$ cat src/rtl/ola_trigger_pkg.sv
// Shared types and defaults for the logic-analyzer trigger sequencer.
// Optional timeout support is enabled with OLA_TRIGGER_SEQ_TIMEOUT_EN.
package ola_trigger_pkg;

   localparam int DEFAULT_STAGES     = 4;
   localparam int DEFAULT_WIDTH      = 32;
   localparam int DEFAULT_STAGE_BITS = 2;

   typedef enum logic [1:0] {
      IDLE,
      WAIT_MATCH,
      DELAY,
      FIRED
   } seq_state_t;

   // One stage-table entry at the default delay width.
   typedef struct packed {
      logic [DEFAULT_WIDTH-1:0] delay;
      logic                     last;
   } stage_entry_t;

endpackage

$ cat src/rtl/ola_trigger_seq_table.sv
// Per-stage table of post-match delays and final-stage flags.
// Writes are dropped while locked; reads are combinational by stage index.
module ola_trigger_seq_table
   import ola_trigger_pkg::*;
#(
   parameter int stages     = DEFAULT_STAGES,
   parameter int width      = DEFAULT_WIDTH,
   parameter int stage_bits = DEFAULT_STAGE_BITS
) (
   input  logic                  clock,
   input  logic                  reset,
   input  logic                  wr_en,
   input  logic                  wr_lock,
   input  logic [stage_bits-1:0] wr_stage,
   input  logic [width-1:0]      wr_delay,
   input  logic                  wr_last,
   input  logic [stage_bits-1:0] rd_stage,
   output logic [width-1:0]      rd_delay,
   output logic                  rd_last
);

   logic [width-1:0]  delay_q [stages];
   logic [stages-1:0] last_q;

   // Out of reset only the highest stage is marked final.
   always_ff @(posedge clock or negedge reset) begin
      if (!reset) begin
         for (int i = 0; i < stages; i++) begin
            delay_q[i] <= '0;
         end
         last_q <= {1'b1, {(stages-1){1'b0}}};
      end else if (wr_en && !wr_lock && (int'(wr_stage) < stages)) begin
         delay_q[wr_stage] <= wr_delay;
         last_q[wr_stage]  <= wr_last;
      end
   end

   assign rd_delay = delay_q[rd_stage];
   assign rd_last  = last_q[rd_stage];

endmodule

$ cat src/rtl/ola_trigger_sequencer.sv
// Multi-stage trigger sequencer: match, delay, advance, fire one trigger pulse.
// Define OLA_TRIGGER_SEQ_TIMEOUT_EN to add the per-stage match timeout.
module ola_trigger_sequencer
   import ola_trigger_pkg::*;
#(
   parameter int stages     = DEFAULT_STAGES,
   parameter int width      = DEFAULT_WIDTH,
   parameter int stage_bits = DEFAULT_STAGE_BITS
) (
   input  logic                  clock,
   input  logic                  reset,
   input  logic                  cfg_write,
   input  logic [stage_bits-1:0] cfg_stage,
   input  logic [width-1:0]      cfg_delay,
   input  logic                  cfg_last,
`ifdef OLA_TRIGGER_SEQ_TIMEOUT_EN
   input  logic [width-1:0]      cfg_timeout,
`endif
   input  logic                  in_arm,
   input  logic                  in_abort,
   input  logic                  in_valid,
   input  logic [stages-1:0]     in_match,
   output logic [stage_bits-1:0] out_stage,
   output logic                  out_armed,
   output logic                  out_delaying,
   output logic                  out_trigger,
   output logic                  out_done,
   output logic                  out_timeout
);

   localparam logic [stage_bits-1:0] LAST_STAGE = stage_bits'(stages - 1);

   seq_state_t       state;
   logic [width-1:0] count;
   logic [width-1:0] tbl_delay;
   logic             tbl_last;
   logic             table_lock;
   logic             hit_match;
   logic             delay_done;
   logic             advance;
   logic             final_stage;

   assign table_lock = (state == WAIT_MATCH) || (state == DELAY);

   ola_trigger_seq_table #(
      .stages     (stages),
      .width      (width),
      .stage_bits (stage_bits)
   ) u_table (
      .clock    (clock),
      .reset    (reset),
      .wr_en    (cfg_write),
      .wr_lock  (table_lock),
      .wr_stage (cfg_stage),
      .wr_delay (cfg_delay),
      .wr_last  (cfg_last),
      .rd_stage (out_stage),
      .rd_delay (tbl_delay),
      .rd_last  (tbl_last)
   );

   // A zero-delay match advances on the matching sample itself.
   always_comb begin
      hit_match   = in_valid && (state == WAIT_MATCH) && in_match[out_stage];
      delay_done  = in_valid && (state == DELAY) && (count == width'(1));
      advance     = (hit_match && (tbl_delay == '0)) || delay_done;
      final_stage = tbl_last || (out_stage == LAST_STAGE);
   end

`ifdef OLA_TRIGGER_SEQ_TIMEOUT_EN
   logic [width-1:0] tmo_count;
   logic             tmo_active;
   logic             tmo_expire;

   // A match on the expiring sample wins because the timeout only runs without one.
   always_comb begin
      tmo_active = in_valid && (state == WAIT_MATCH) && (out_stage != '0) && !in_match[out_stage];
      tmo_expire = tmo_active && (tmo_count == width'(1));
   end
`else
   assign out_timeout = 1'b0;
`endif

   always_ff @(posedge clock or negedge reset) begin
      if (!reset) begin
         state       <= IDLE;
         out_stage   <= '0;
         count       <= '0;
         out_trigger <= 1'b0;
         out_done    <= 1'b0;
`ifdef OLA_TRIGGER_SEQ_TIMEOUT_EN
         tmo_count   <= '0;
         out_timeout <= 1'b0;
`endif
      end else begin
         out_trigger <= 1'b0;
`ifdef OLA_TRIGGER_SEQ_TIMEOUT_EN
         out_timeout <= 1'b0;
`endif
         if (in_abort) begin
            state     <= IDLE;
            out_stage <= '0;
            count     <= '0;
            out_done  <= 1'b0;
`ifdef OLA_TRIGGER_SEQ_TIMEOUT_EN
            tmo_count <= '0;
`endif
         end else if (in_arm) begin
            state     <= WAIT_MATCH;
            out_stage <= '0;
            count     <= '0;
            out_done  <= 1'b0;
`ifdef OLA_TRIGGER_SEQ_TIMEOUT_EN
            tmo_count <= '0;
`endif
         end else if (advance) begin
            count <= '0;
            if (final_stage) begin
               state       <= FIRED;
               out_trigger <= 1'b1;
               out_done    <= 1'b1;
            end else begin
               state     <= WAIT_MATCH;
               out_stage <= out_stage + stage_bits'(1);
`ifdef OLA_TRIGGER_SEQ_TIMEOUT_EN
               tmo_count <= cfg_timeout;
`endif
            end
         end else if (hit_match) begin
            count <= tbl_delay;
            state <= DELAY;
         end else if (in_valid && (state == DELAY)) begin
            count <= count - width'(1);
`ifdef OLA_TRIGGER_SEQ_TIMEOUT_EN
         end else if (tmo_expire) begin
            out_stage   <= '0;
            tmo_count   <= '0;
            out_timeout <= 1'b1;
         end else if (tmo_active && (tmo_count != '0)) begin
            tmo_count <= tmo_count - width'(1);
`endif
         end
      end
   end

   assign out_armed    = (state == WAIT_MATCH) || (state == DELAY);
   assign out_delaying = (state == DELAY);

endmodule

$ cat config.mk
export PLATFORM = sky130hd
export DESIGN_NAME = ola_trigger_sequencer
export DESIGN_NICKNAME = d
export VERILOG_FILES = /design/src/rtl/ola_trigger_pkg.sv /design/src/rtl/ola_trigger_seq_table.sv /design/src/rtl/ola_trigger_sequencer.sv
export SDC_FILE = /design/constraint.sdc
export NUM_CORES = 1
export LEC_CHECK = 0
export CORE_AREA = 5 5 134 136
export CTS_CLUSTER_SIZE = 25
export DETAILED_ROUTE_END_ITERATION = 7
export DIE_AREA = 0 0 139 141
export PLACE_DENSITY = 0.68
export REMOVE_ABC_BUFFERS = 1
export SLEW_MARGIN = 20
export SYNTH_ARGS = -nofsm -noshare
export SYNTH_HDL_FRONTEND = slang
export SYNTH_SLANG_ARGS = --single-unit
$ cat constraint.sdc
create_clock -name clock -period 5.41 [get_ports clock]
set_clock_uncertainty 0.05 [all_clocks]
set_input_delay 1.3525 -clock clock [delete_from_list [all_inputs] [get_ports clock]]
set_output_delay 1.3525 -clock clock [all_outputs]
set_load 0.1 [all_outputs]
==> flow_summary_export.csv <==
group,metric,value,unit
run_status,status,"completed",
route,vias,5146,
synth,yosysWarnings,0,
floorplanning,die-width,139,um
cts,postCtsSetupRepairBufs,0,
pwr,ir_worst_vdd,212.2,uV
worst_setup_path,cp_max_fo,4,
floorplanning,die_y,141,um
sta,grt_setup_unrepaired,"no",
cts,clock_latency,0.43,ns
cts,numCtsBuffers,17,
placed_design,gp_congestion,0.9090,
global_routing,first_global_vias,5689,
sta,hold_viol_final,0,
worst_setup_path,rr_worst_depth,8,
worst_setup_path,endpoint_kind,"output port",
global_routing,antenna_found_initial,0,
floorplanning,die_area,19600,um2
synth,ys_ff_latch,170,
sta,hold_slack,0.4346,ns
placed_design,dp_hpwl,12360,um
cts,htree_levels,4,
sta,slew_violations,0,
cells_and_area,final_cell_mix,"dfrtp_1 (168), mux2_1 (132), clkdlybuf4s50_1 (49), nor2_1 (40), mux4_2 (33)",
cts,cts.hold.buffers_added,0,
cells_and_area,drive_gt1_share,13.20,%
synth,synth-async-reset-ratio,100.0,%
cts,cts_sinks,170,
cells_and_area,syn_to_final_growth,17.36,%
worst_setup_path,r2r_start,"out_stage[0]",
cells_and_area,nets,696,
worst_setup_path,r2r_end,"count[7]",
pwr,p_leak,3.898,nW
route,vias_per_cell,5.821,
global_routing,grt_pass1_wl,30740,um
pwr,power,3.734,mW
synth,synth_area,8080,um2
worst_setup_path,worstSetupPathType,"reg -> out",
sta,slew_headroom,34.03,%
cts,ctsResizeCount,0,
sta,worst-slew-pin-transition,0.9865,ns
floorplanning,placement_rows,48,
route,drc,0,
synth,synth_edf_count,0,
synth,ys_seq_area_share,52.66,%
route,wirelength,18230,um
cells_and_area,n_fill_cell,1373,
worst_hold_path,hold_path_class,"reg -> reg",
worst_setup_path,crit_required,4.01,ns
sta,setup_viol,0,
worst_setup_path,cp-start-kind,"flop",
worst_setup_path,cp.arrival,2.37,ns
cells_and_area,final_core_util,56.39,%
cts,cts_root_buf,"clkbuf_16",
synth,synthFlopType,"dfrtp_1",
sta,tns,0,ns
route,drt_first_pass_iters,5,
cts,clk_pin_slew,0.06,ns
cells_and_area,n_antenna_cell,0,
route,wl_per_cell,20.62,um
synth,synth_top_area_share,52.34,%
floorplanning,initial_core_util,48.05,%
placed_design,post-place-ws,1.529,ns
cts,clock_path_buffers,2,
worst_hold_path,min_to,"u_table.delay_q[114]",
floorplanning,core-area,16820,um2
synth,yosysTopAreaCell,"dfrtp_1",
sta,setup_ws,1.636,ns
floorplanning,ios,52,
route,drt_iter0_markers,352,
sta,finalCriticalPeriod,3.774,ns
sta,timing.fmax,0.2650,GHz
placed_design,port_buffers,50,
cts,cts_tree,"yes",
flow_run,drv_cap,0,
route,antenna_left,0,
synth,ys_types,50,
synth,synth_area_leaders,"dfrtp_1 (52%), mux2_1 (18%), mux4_2 (9.2%), a211oi_1 (2.0%), nor2_1 (1.9%)",
global_routing,grt_max_degree,103,
synth,synth_cells,599,
worst_hold_path,min_path_cells,1,
cells_and_area,mostFrequentLayoutCell,"dfrtp_1",
synth,syn_avg_cell_area,13.49,um2
worst_hold_path,worstHoldStart,"u_table.delay_q[114]",
sta,fin_crit_sh,69.76,%
global_routing,grt.overflow.total,0,
worst_setup_path,r2r_slack,1.66,ns
pwr,power.density,393.7,nW/um2
global_routing,track_usage,19.88,%
-- area by class of cell --
type                    count  area (um2)  area share (%)
well taps                 225       281.5           2.969
inverters                   9       33.78          0.3562
clock inverters            12       209.0           2.203
repair buffers             62       604.3           6.373
multi-input cells         386        3631           38.29
flip-flops and latches    170        4257           44.89
clock buffers              20       466.7           4.922
-- cells in the mapped netlist, types with 5 or more instances --
master,number
clkbuf_1,20
mux2_1,132
buf_4,5
or3_1,5
inv_1,9
dfrtp_1,169
mux4_2,33
and3_1,5
nor4_1,14
ha_1,5
o31ai_1,6
nor3_1,9
nor2_1,40
nand2_1,13
a21oi_1,10
xnor2_1,14
xor2_1,8
a211oi_1,22
nand4_1,8
nand3_1,13
-- cell families (layout without fill, tap and decap cells) --
group                      count (synthesis)  count (layout)  share of synthesized area, %
DFF                                      170             170                         52.66
AOI/OAI and AO/OA                         63              63                         5.636
adders and majority gates                  5               5                        0.7742
and+or+nand+nor                          129             129                         8.315
buffers and inverters                     43             103                         2.462
muxes                                    166             166                         27.72
other                                      1               1                       0.04641
xor gates and xnor gates                  22              22                         2.385
-- flip-flops by register name (all words and copies together), names as in the netlist --
name and cells:
state 2, out_done 1, out_trigger 1, count 32
u_table.delay_q 128, u_table.last_q 4, out_stage 2
-- where the power goes --
part,switching (mW),internal (mW)
sequential,0.145,1.56
clock,0.523,0.864
combinational,0.308,0.334
-- how the worst max path moves through the flow --
stage                       startpoint         to  slack [ns]  cells past startpoint
after floorplan           out_stage[0]   count[7]        0.80                      6
after global placement     in_match[3]   count[7]        1.63                      8
after detailed placement      in_valid   count[7]        1.53                      8
after CTS                     state[0]  out_armed        1.62                      4
after global routing      out_stage[0]   count[7]        1.46                      8
final                         state[0]  out_armed        1.64                      4
-- stage by stage --
| step | cell area [um2] | instances |
|---|---|---|
| 4_1_cts | 9483 | 884 |
| 3_3_place_gp | 8807 | 852 |
| 3_5_place_dp | 8807 | 852 |
| 6_report | 9483 | 884 |
| 5_1_grt | 9483 | 884 |
| 2_1_floorplan | 7915 | 565 |
-- routing by layer --
metal / wire length (um) / vias to the layer above / global-route usage [%] / part of all wire, %
li1: - / 2335 / - / -
met1: 7846 / 2694 / 25.44 / 43
met2: 9425 / 97 / 34.59 / 52
met3: 672 / 20 / 4.206 / 3.7
met4: 280 / 0 / 5.407 / 1.5
met5: 0 / - / 0 / 0
-- worst max-delay path, stage by stage (launching register included) --
cell and delay [ns]:
dfrtp_1 0.35, inv_1 0.06, ha_1 0.34, inv_1 0.07
clkdlybuf4s50_1 1.12
(Power assumes the default switching activity.)
